==> src/rtl/adc_pkg.sv <==
// adc_pkg: shared definitions for the SPI ADC capture block.
//   - estado_t      : capture FSM encoding (IDLE, SETUP, SHIFT, DONE)
//   - FRAME_BITS    : SPI frame length in bits
//   - ADC_BITS      : ADC code width (offset binary)
//   - OUT_W         : width of the signed output word
//   - FRAC_SHIFT    : left shift placing the code in Q12.16
//   - codigo_a_datos: offset-binary code -> sign-extended, scaled output word
package adc_pkg;

    typedef enum logic [1:0] {
        IDLE  = 2'd0,
        SETUP = 2'd1,
        SHIFT = 2'd2,
        DONE  = 2'd3
    } estado_t;

    localparam int FRAME_BITS   = 16;
    localparam int ADC_BITS     = 12;
    localparam int OUT_W        = 29;
    localparam int FRAC_SHIFT   = 5;

    // SCLK half-periods spent in SHIFT: 31 toggles plus the final high half.
    localparam int HALF_PERIODS = 2 * FRAME_BITS;

    // Flipping the MSB turns offset binary into two's complement (code - 2048).
    function automatic logic [OUT_W-1:0] codigo_a_datos(input logic [ADC_BITS-1:0] code);
        logic [ADC_BITS-1:0] s;
        s = {~code[ADC_BITS-1], code[ADC_BITS-2:0]};
        return {{(OUT_W - ADC_BITS - FRAC_SHIFT){s[ADC_BITS-1]}}, s, {FRAC_SHIFT{1'b0}}};
    endfunction

endpackage

==> src/rtl/gen_tick_muestreo.sv <==
// gen_tick_muestreo: modulo-N counter producing a one-cycle tick.
//   clk  in  system clock
//   rst  in  asynchronous active-high reset
//   en   in  count enable; when low the count is held at 0
//   tick out high for one cycle when the count is N-1
module gen_tick_muestreo #(
    parameter int N = 4
) (
    input  logic clk,
    input  logic rst,
    input  logic en,
    output logic tick
);

    localparam int CNT_W = (N > 1) ? $clog2(N) : 1;

    logic [CNT_W-1:0] cnt;

    always_ff @(posedge clk or posedge rst) begin
        if (rst) begin
            cnt <= '0;
        end else if (!en) begin
            cnt <= '0;
        end else if (cnt == CNT_W'(N - 1)) begin
            cnt <= '0;
        end else begin
            cnt <= cnt + CNT_W'(1);
        end
    end

    assign tick = en && (cnt == CNT_W'(N - 1));

endmodule

==> src/rtl/adc_spi_captura.sv <==
// adc_spi_captura: periodic capture of one 12-bit sample from an SPI ADC.
//   clk         in   system clock
//   rst         in   asynchronous active-high reset
//   spi_miso    in   ADC serial data, sampled on the edge that drives SCLK high
//   spi_cs_n    out  ADC chip select, active low
//   spi_sclk    out  SPI clock, idles high, first edge of a frame is falling
//   Datos       out  signed Q12.16 sample, held between strobes
//   Dato_Listo  out  one-cycle strobe, Datos is new this cycle
//   Overrun     out  sticky, set when a sample tick arrives while busy
//
// state | meaning
// IDLE  | bus idle, waiting for the sample tick
// SETUP | chip select low, CS-to-first-edge delay of CLK_DIV cycles
// SHIFT | SCLK running, 16 bits shifted in on rising edges
// DONE  | chip select released, Datos updated, strobe high
module adc_spi_captura
    import adc_pkg::*;
#(
    parameter int CLK_DIV       = 4,
    parameter int SAMPLE_PERIOD = 2000
) (
    input  logic             clk,
    input  logic             rst,
    input  logic             spi_miso,
    output logic             spi_cs_n,
    output logic             spi_sclk,
    output logic [OUT_W-1:0] Datos,
    output logic             Dato_Listo,
    output logic             Overrun
);

    localparam int N_W = $clog2(HALF_PERIODS + 1);

    estado_t             estado;
    logic                tick_muestra;
    logic                tick_medio;
    logic                en_medio;
    logic [ADC_BITS-1:0] trama;
    logic [N_W-1:0]      n_medios;

    gen_tick_muestreo #(.N(SAMPLE_PERIOD)) u_tick_muestra (
        .clk  (clk),
        .rst  (rst),
        .en   (1'b1),
        .tick (tick_muestra)
    );

    assign en_medio = (estado == SETUP) || (estado == SHIFT);

    gen_tick_muestreo #(.N(CLK_DIV)) u_tick_medio (
        .clk  (clk),
        .rst  (rst),
        .en   (en_medio),
        .tick (tick_medio)
    );

    always_ff @(posedge clk or posedge rst) begin
        if (rst) begin
            estado     <= IDLE;
            spi_cs_n   <= 1'b1;
            spi_sclk   <= 1'b1;
            Datos      <= '0;
            Dato_Listo <= 1'b0;
            Overrun    <= 1'b0;
            trama      <= '0;
            n_medios   <= '0;
        end else begin
            Dato_Listo <= 1'b0;

            if (tick_muestra && (estado != IDLE)) begin
                Overrun <= 1'b1;
            end

            case (estado)
                IDLE: begin
                    if (tick_muestra) begin
                        estado   <= SETUP;
                        spi_cs_n <= 1'b0;
                    end
                end
                SETUP: begin
                    if (tick_medio) begin
                        estado   <= SHIFT;
                        spi_sclk <= 1'b0;
                        n_medios <= '0;
                    end
                end
                SHIFT: begin
                    // One guard cycle after the final high half keeps CS low
                    // for 33*CLK_DIV+1 cycles in total.
                    if (n_medios == N_W'(HALF_PERIODS)) begin
                        estado     <= DONE;
                        spi_cs_n   <= 1'b1;
                        Datos      <= codigo_a_datos(trama);
                        Dato_Listo <= 1'b1;
                    end else if (tick_medio) begin
                        n_medios <= n_medios + N_W'(1);
                        if (n_medios < N_W'(HALF_PERIODS - 1)) begin
                            spi_sclk <= ~spi_sclk;
                            // The four leading frame bits fall off the top
                            // of the 12-bit register.
                            if (!spi_sclk) begin
                                trama <= {trama[ADC_BITS-2:0], spi_miso};
                            end
                        end
                    end
                end
                DONE: begin
                    estado <= IDLE;
                end
                default: begin
                    estado <= IDLE;
                end
            endcase
        end
    end

endmodule

==> config.mk <==
export PLATFORM = sky130hd
export DESIGN_NAME = adc_spi_captura
export DESIGN_NICKNAME = d
export VERILOG_FILES = /design/src/rtl/adc_pkg.sv /design/src/rtl/gen_tick_muestreo.sv /design/src/rtl/adc_spi_captura.sv
export SDC_FILE = /design/constraint.sdc
export NUM_CORES = 1
export LEC_CHECK = 0
export BUFFER_PORTS_ARGS = -buffer_cell sky130_fd_sc_hd__buf_2
export CORE_MARGIN = 2
export CORE_UTILIZATION = 50
export CTS_BUF_LIST = sky130_fd_sc_hd__clkbuf_4 sky130_fd_sc_hd__clkbuf_8 sky130_fd_sc_hd__clkbuf_16
export DETAILED_ROUTE_END_ITERATION = 8
export PLACE_DENSITY = 0.72
export SLEW_MARGIN = 25
export SYNTH_ARGS = -nofsm -noshare
export SYNTH_HDL_FRONTEND = slang
export SYNTH_SLANG_ARGS = --single-unit
==> constraint.sdc <==
create_clock -name clk -period 4.3 [get_ports clk]
set_input_delay 0.86 -clock clk [delete_from_list [all_inputs] [get_ports clk]]
set_output_delay 0.86 -clock clk [all_outputs]
set_load 0.05 [all_outputs]
==> summary by stage, run 1 <==
Synth
A synthesized cell averages roughly 11 um2. The most instantiated flip-flop cell in the synthesis netlist is sky130_fd_sc_hd__dfrtp_1. Sequential elements use 54.07% of the synthesized area. After technology mapping, the gate count stands at 213.

The post-synthesis xor/xnor area fraction is 1.927%. The synthesized netlist devotes roughly 16% of its cell area to simple gates. The post-synthesis async set-or-reset flop share is 100.0%. The combinational family with the most area after synthesis is simple AND/OR/NAND/NOR gates. The synthesized netlist devotes under 10% of its cell area to compound gates.

The share of synthesized cell area in full adder, half adder and majority cells is 3.855%. After synthesis, the share of cell area in mux cells is 7.324%. The post-synthesis instance area is 2272 um2. The number of enable-type register cells in the synthesized netlist is 0. Yosys printed 0 warnings. The number of distinct library cells after synthesis is 43. The synthesized flop and latch total is 49.

Global routing
The global-route wire length before repair is 6417 um. The number of antenna violations at the first check in global routing was 0. The global routing usage summed across all routing layers is 16.41%.

The total overflow left after global routing is 0. Entering global routing, the biggest net connects 50 pins. The number of global-route vias before repair is 1,402.

Clock network
Counting the buffers created by CTS gives 5. The number of hold buffers added after CTS was 0. TritonCTS built the clock tree.

The register clock-pin slew on the reported worst setup and hold paths is roughly 0.09 ns. The total number of clock tree sinks is 49. In this run the number of H-tree levels came out at 2. The clock reaches the later pin of the worst-skew pair after 0.30 ns. The number of setup buffers added after CTS is 0. In this run the deepest clock path goes through 2 buffers. The clock tree root buffer cell is sky130_fd_sc_hd__clkbuf_8. The number of gates resized after cts is 0.

Pwr
The analysis attributes to cell leakage a power of 1.311 nW. Per report_power, the sequential group accounts for 61.6% of the total. In this run the power density over the cells is 307.2 nW/um2.

Net switching is 22.87% of the power. The analysis attributes to net switching a power of 0.1712 mW. The internal power of the cells totals 0.5775 mW. The worst-case vdd ir drop is 183.5 uV. Of the total power, the clock network draws 35.8%.

Combinational logic is responsible for 2.6% of the overall power.

Setup path
The terminus of the critical flop-to-flop path is spi_cs_n. The depth of the worst register-to-register path is 6. The critical path is of the reg2reg type. The stage delay of the slowest cell on the critical path is 0.59 ns. The slowest cell on the critical path is sky130_fd_sc_hd__or3_1. In this run the worst path has a maximum fanout of 16.

The top cell family by delay on the critical path is buffers and inverters. For the worst setup path, the data arrival time is 2.41 ns. In this run the worst setup path begins at estado[0].

Walking the worst path, the cells encountered are inv_1 > ha_1 > inv_1 > or3_1 > inv_1 > a2bb2oi_1. The worst register-to-register path begins at estado[0]. The number of stages on the worst setup path is 6.

The endpoint class of the critical path is a flip-flop. Data on the critical path is required at its endpoint by 4.54 ns. The number of buffers and inverters on the critical path is 3. Following the worst setup path forward leads to its endpoint at spi_cs_n. The type of origin of the critical path is a flip-flop.

The most common cell type on the critical path is sky130_fd_sc_hd__inv_1. The minimum setup slack among reg-to-reg paths is 2.13 ns.

Placed design
The number of port buffers is 30. In this run the cell area measured after placement is approximately 2300 um2. Detailed placement ended at an HPWL of between 2000 and 3000 um.

The final weighted congestion in routability-driven placement is around 0.79.

Finish
The area growth from synthesis to final layout is 7.269%. The total of fill cells in the finished design is about 400. For this run, the post-layout net count is approximately 240. The final antenna diode count is 0. The finished cells cover 2437 um2.

Cells with a size suffix above 1 make up 24.03% of the layout.

Routing
Summing over every cut layer, the via total after detailed routing is 1,532. After the first detailed-routing iteration, the DRC count stood at 96. After detailed routing, the average wire length per cell comes to 12.85 um. In the routed design, unresolved DRC markers number 0.

The post-route antenna net violation count is 0. Dividing the detail-routed via count by the number of cells gives 5.375. The first detailed-routing pass ran for 5 iterations.

The routed wire length is 3661 um.

Worst hold path
The worst hold-check path type is reg2reg.

STA
The routed design could run at a clock period as short as roughly 2.2 ns. The number of hold-slack violations in the final timing report is 0. The final number of max-transition violations came to 0. Setup repair after global routing left no endpoint under its margin. The highest attainable clock frequency is 460.4 MHz.

Setup violations remaining at the end of the flow were counted as 0. In the final timing run, aggregate negative setup slack is 0 ns. In this run the tightest slew margin relative to its limit is 44.18%. The worst-margin pin slew is 0.8296 ns. The setup clock skew after layout is about 0.009 ns.

The worst path uses 50.52% of the clock period.

Die
The die width is 71.41 um. The vertical die dimension is 71.41 um. The die covers 5099 um2.

In this run the standard cell core region covers 4354 um2. The number of placed I/O pins is 36. The placement row count is 24. For this configuration, the core starts out at a cell density of roughly 52%.

Run status
The flow ran to the end, and the final reports show no timing, DRC or antenna violations.

Job
The max-capacitance violation count is 0.
-- logic make-up (layout without fill, tap and decap cells) --
logic type / after synthesis / after routing
compound gates: 28 / 28
simple gates: 78 / 78
flops: 49 / 49
fa+ha+maj: 7 / 7
buf+inv: 30 / 46
mux: 15 / 15
xor+xnor: 5 / 5
other cells: 1 / 5
-- per-stage QoR --
| stage | util, % | power [mW] | setup slack (ns) | std cells | hold slack (ns) |
|---|---|---|---|---|---|
| final | 55.98 | 0.7487 | 2.128 | 285 | 0.4451 |
| after global routing | 55.98 | 0.7802 | 1.885 | 285 | 0.4705 |
| after CTS | 55.95 | 0.7623 | 2.100 | 285 | 0.4474 |
| after detailed placement | 53.88 | 0.4905 | 2.123 | 277 | 0.4347 |
| after global placement | 53.88 | 0.4902 | 2.200 | 277 | 0.4288 |
| after floorplan | - | 0.4905 | 2.270 | 217 | 0.4139 |
-- final cells by class --
cell class | instances | area [um2] | area share [%]
Clock buffer | 5 | 68.82 | 2.823
Multi-Input combinational cell | 138 | 872.1 | 35.78
Sequential cell | 49 | 1229 | 50.41
Inverter | 8 | 31.28 | 1.283
Tap cell | 52 | 65.06 | 2.669
Clock inverter | 3 | 21.27 | 0.8727
Timing Repair Buffer | 30 | 150.1 | 6.160
-- Yosys cell counts, types with 2 or more instances --
cell	instances	area, um2
sky130_fd_sc_hd__a31oi_1	2	12.51
sky130_fd_sc_hd__xnor2_1	2	17.52
sky130_fd_sc_hd__clkbuf_1	2	7.510
sky130_fd_sc_hd__nor2_1	11	41.29
sky130_fd_sc_hd__xor2_1	3	26.28
sky130_fd_sc_hd__buf_4	17	127.6
sky130_fd_sc_hd__o21ai_0	12	60.06
sky130_fd_sc_hd__and2_1	4	25.02
sky130_fd_sc_hd__inv_1	8	30.03
sky130_fd_sc_hd__nand4_1	2	12.51
sky130_fd_sc_hd__nor3_1	2	10.01
sky130_fd_sc_hd__dfstp_2	2	52.55
sky130_fd_sc_hd__ha_1	7	87.58
sky130_fd_sc_hd__dfrtp_1	47	1176
sky130_fd_sc_hd__mux2i_1	2	20.02
sky130_fd_sc_hd__or3_1	2	12.51
sky130_fd_sc_hd__a21oi_1	3	15.01
sky130_fd_sc_hd__nand3_1	5	25.02
sky130_fd_sc_hd__o21a_1	2	15.01
sky130_fd_sc_hd__nand2_1	43	161.4
sky130_fd_sc_hd__mux2_2	12	135.1
sky130_fd_sc_hd__buf_2	2	10.01
-- power by group through the flow --
stage / Clock (mW) / Combinational, mW / Sequential (mW)
finish: 0.268 / 0.0193 / 0.461
CTS: 0.281 / 0.0200 / 0.461
detailed placement: 0 / 0.0201 / 0.470
global route: 0.297 / 0.0218 / 0.462
floorplan: 0 / 0.0202 / 0.470
global placement: 0 / 0.0198 / 0.470
-- placed cells by master, fill, tap and decap left out, types with 3 or more instances in the layout --
master                      n
sky130_fd_sc_hd__o21ai_0   12
sky130_fd_sc_hd__mux2_2    12
sky130_fd_sc_hd__nand3_1    5
sky130_fd_sc_hd__clkbuf_8   5
sky130_fd_sc_hd__conb_1     5
sky130_fd_sc_hd__and2_1     4
sky130_fd_sc_hd__a21oi_1    3
sky130_fd_sc_hd__inv_1      7
sky130_fd_sc_hd__dfrtp_1   47
sky130_fd_sc_hd__nor2_1    11
sky130_fd_sc_hd__xor2_1     3
sky130_fd_sc_hd__nand2_1   43
sky130_fd_sc_hd__ha_1       7
sky130_fd_sc_hd__buf_2     30
-- metal layers --
layer / share of wire [%] / wire length [um] / global-route usage, % / vias up
met4: 2.4 / 89 / 8.595 / 0
met3: 4.7 / 173 / 4.782 / 9
met5: 0 / 0 / 0 / -
met2: 46 / 1681 / 23.46 / 37
li1: - / - / - / 741
met1: 47 / 1717 / 22.79 / 745
-- worst min path at each step --
stage,startpoint,to,cells after the start
after floorplan,u_tick_medio.cnt[0],u_tick_medio.cnt[0],1
after global placement,u_tick_medio.cnt[0],u_tick_medio.cnt[0],1
after detailed placement,u_tick_medio.cnt[0],u_tick_medio.cnt[0],1
after CTS,u_tick_medio.cnt[0],u_tick_medio.cnt[0],1
after global routing,u_tick_medio.cnt[0],u_tick_medio.cnt[0],1
final,u_tick_medio.cnt[0],u_tick_medio.cnt[0],1
-- state kept, by name, indices dropped and copies added, names as in the netlist --
name	cells
Dato_Listo	1
Datos	12
Overrun	1
estado	2
n_medios	6
spi_cs_n	1
spi_sclk	1
trama	12
u_tick_medio.cnt	2
u_tick_muestra.cnt	11
Power figures use the tool's default switching activity.
==> inputs of run 2 (changes only) <==
- ABC_AREA: not set -> 1
- PLACE_DENSITY: 0.72 -> 0.74
- clock period: 4.3 -> 1.8 ns (I/O delays scaled with it)
==> summary by stage, run 2 <==
Placed design
The sum of net half-perimeters after detailed placement was 2994 um (+17%). The post-place instance area is 2530 um2 (+7.8%). The number of port buffers came to 30 (unchanged). The final weighted congestion in routability-driven placement is 0.8362 (+6.1%). The worst setup timing slack at the placement stage is 0.09815 ns (-2.025 ns).

Setup path
The most common cell type on the critical path is sky130_fd_sc_hd__o21ai_1. The worst setup path is of the reg2reg kind. The required time of the critical path is 1.98 ns (-2.56 ns). The largest driver fanout on the critical path is 9 (-7).

The endpoint class of the critical path is a flip-flop. The depth of the worst register-to-register path is 8 (+2). The stage delay of the slowest cell on the critical path is 0.39 ns (-0.20 ns). STA classifies the critical path startpoint as a flip-flop. The critical path arrival is 1.85 ns (-0.56 ns). The slowest stage of the critical path belongs to the cell sky130_fd_sc_hd__dfrtp_1. Walking the worst path, the cells encountered are inv_1 > ha_1 > buf_4 > nand2_1 > o21ai_1 > nand2_2 > inv_2 > o21ai_1.

Synth
The number of enable-type register cells in the synthesized netlist is 0 (unchanged). Summed over all instances, the cell type with the most area after synthesis is sky130_fd_sc_hd__dfrtp_1. The share of the synthesized area in the top cell type came to 48.40% (-3.4 points).

The most instantiated flip-flop cell in the synthesis netlist is sky130_fd_sc_hd__dfrtp_1. The post-synthesis instance area came to 2430 um2 (+6.9%). The mean area per synthesized cell is 8.437 um2 (-21%).

The cell count after synthesis is 288 (+35%). The share of the yosys chip area belonging to registers is 50.57% (-3.5 points). The post-synthesis async set-or-reset flop share is 100.0% (unchanged). The Yosys warning count is 0 (unchanged). Yosys attributes the largest share of cell area to sky130_fd_sc_hd__dfrtp_1, sky130_fd_sc_hd__nand2_1, sky130_fd_sc_hd__buf_4, sky130_fd_sc_hd__nand3_1, sky130_fd_sc_hd__ha_1. The number of distinct library cells after synthesis came to 31 (-28%). Ranked by instance count, the synthesized netlist is headed by sky130_fd_sc_hd__nand2_1, sky130_fd_sc_hd__dfrtp_1, sky130_fd_sc_hd__nand3_1. The cell with the most instances after synthesis is sky130_fd_sc_hd__nand2_1.

The synthesized flop and latch total is 49 (unchanged).

Routing
The first-pass iteration count of the detailed router came to 4 (-1). The remaining routing DRC violations is 0 (unchanged). The post-route antenna net violation count is 0 (unchanged). The via count normalized by instance count is 4.932 (-8.3%). The routed wire length was 4169 um (+14%). The DRC marker count from the first detailed-route iteration was 68 (-29%).

The overall via count from detail_route is 1,800 (+17%). The routed wirelength normalized by instance count is 11.42 um (-11%).

STA
The clock period minus final worst setup slack came to 1.666 ns (-0.5066 ns). The worst hold slack after final layout is 0.07630 ns (-0.3688 ns). The post-route worst setup slack is 0.1343 ns (-1.993 ns). The final number of max-transition violations is 0 (unchanged).

The highest attainable clock frequency is 600.4 MHz (+30%). The share of the clock period used by the worst path is 92.54% (+42 points). Setup repair after global routing could not meet its margin everywhere. The setup clock skew after layout was 0.01176 ns (+0.002698 ns). The number of endpoints failing setup at the final stage is 0 (unchanged).

The number of hold-slack violations in the final timing report is 0 (unchanged).

Pwr
The portion of total power attributed to the clock network is 40.6% (+4.8 points). The net switching power figure is 0.3996 mW (+130%). The switching power as a share of total power is 20.62% (-2.3 points). The total power consumption of the routed design was 1.938 mW (+160%). The leakage dissipation is 1.525 nW (+16%).

The part of the power in combinational logic is 2.6% (about the same). The cell area power density is 727.2 nW/um2 (+140%). The worst-case vdd ir drop is 471.0 uV (+160%).

The sequential cell fraction of total power is 56.8% (-4.8 points). The internal power consumption is 1.538 mW (+170%).

Finish
The area growth from synthesis to layout is 9.681%. Leaving out fill and tap cells, the most frequent cell in the layout is sky130_fd_sc_hd__nand2_1. The final standard cell area without fillers is 2665 um2 (+9.3%). Leaving out fill and tap cells, the most frequent cells in the layout are sky130_fd_sc_hd__nand2_1, sky130_fd_sc_hd__dfrtp_1, sky130_fd_sc_hd__buf_2. The largest registers in the layout are Datos (12), trama (12), u_tick_muestra.cnt (11). The total of fill cells in the finished design is 433 (+11%). The final antenna diode count is 0 (unchanged). The ratio of cells with drive above 1 in the final layout is 19.61% (-4.4 points).

The layout net count is 320 (+32%).

Die
The floorplan die area was 5433 um2 (+6.5%). The die width is 73.71 um (+3.2%). The starting density of the core is 51.79% (-0.40 points). The number of placed I/O pins is 36 (unchanged).

The vertical die dimension is 73.71 um (+3.2%). The placeable core region is 4692 um2 (+7.8%). The placement row count is 25 (+4.2%).

Global routing
The number of global-route vias before repair came to 1,656 (+18%). The global-route wire length before repair is 7396 um (+15%). The number of antenna violations at the first check in global routing is 0 (unchanged). The global routing usage summed across all routing layers is 17.76% (+1.3 points). The largest net degree at the start of global routing is 50 (unchanged). The overflow left after global routing was 0 (unchanged).

Clock network
The clock tree from TritonCTS is built. The deepest level of the CTS H-tree is 2 (unchanged). The register clock-pin slew on the reported worst setup and hold paths is 0.09 ns (about the same). The total number of clock tree sinks came to 49 (unchanged). The clock tree root buffer cell is sky130_fd_sc_hd__clkbuf_8. The clock latency on the worst-skew pair came to 0.30 ns (about the same). The number of buffers added to fix hold violations after cts came to 0 (unchanged). The clock buffer count from CTS is 5 (unchanged). The maximum buffer depth of the clock tree is 2 (unchanged).

Worst hold path
The worst hold-check path type is in2async.

Job
The max-capacitance violation count is 0 (unchanged).

Run status
The flow ran to the end, and the final reports show no timing, DRC or antenna violations.
==> run 2: cell types whose count changed in the layout (fill, tap and decap cells not counted), sizes merged, moves of 6 or more <==
cell | before | now
inv | 8 | 24
nor2 | 11 | 19
buf | 30 | 36
mux2 | 13 | 0
nand2 | 43 | 106
nand3 | 5 | 25
==> run 2: per-stage QoR <==
step / setup TNS (ns) / utilization, % / cells
after floorplan: 0 / - / 292
after global placement: 0 / 53.92 / 356
after detailed placement: 0 / 53.92 / 356
after CTS: 0 / 56.37 / 364
after global routing: -0.07556 / 56.80 / 365
final: 0 / 56.80 / 365
==> run 2: critical path: cells and delay by family, from the launching register on <==
kind	cells	cell delay [ns]
flip-flops	1	0.39
AO/OA/AOI/OAI	2	0.31
buffers and inverters	3	0.30
AND/OR/NAND/NOR	2	0.24
adder cells (fa/ha/maj)	1	0.31
==> run 2: cell families after synthesis <==
logic type,Yosys count,share of synthesized area (%)
AND/OR/NAND/NOR,158,28.32
buffers and inverters,49,11.23
flip-flops,49,50.57
AO/OA/AOI/OAI,20,4.686
adder cells (fa/ha/maj),7,3.604
XOR/XNOR,4,1.442
other,1,0.1543
==> run 2: final cells by class <==
cell class	count	area, um2	area share [%]
clock buffers	6	76.32	2.864
clock inverters	2	38.79	1.455
inverters	24	90.09	3.380
multi-input cells	194	943.4	35.40
flip-flops and latches	49	1229	46.10
well taps	54	67.56	2.535
repair buffers	36	220.2	8.263
==> run 2: final timing paths <==
kind	endpoint	slack (ns)	start
setup / recovery	n_medios[0]	0.13	estado[0]
hold / removal	u_tick_muestra.cnt[2]	0.08	rst
setup reg to reg	n_medios[0]	0.13	estado[0]
hold reg to reg	u_tick_medio.cnt[0]	0.45	u_tick_medio.cnt[0]
max in group asynchronous	spi_cs_n	1.44	rst
min in group clk	trama[0]	0.30	spi_miso
==> run 2: repair_timing <==
item,CTS,global route
setup endpoints to repair,0,21
gates resized for setup,0,0
setup buffers,0,1
==> run 2: power by group through the flow <==
stage               clock network (mW)  logic, mW  registers [mW]
floorplan                            0     0.0472            1.12
global placement                     0     0.0525            1.12
detailed placement                   0     0.0528            1.12
CTS                              0.817     0.0529            1.10
global route                     0.868     0.0574            1.10
finish                           0.787     0.0508            1.10
==> run 2: per-layer routing <==
metal	track usage [%]	share of wire (%)	wire length (um)
met2	26.79	47	1946
met1	24.49	47	1971
met4	6.667	1.1	46
met3	4.801	4.9	204
met5	0	0	0
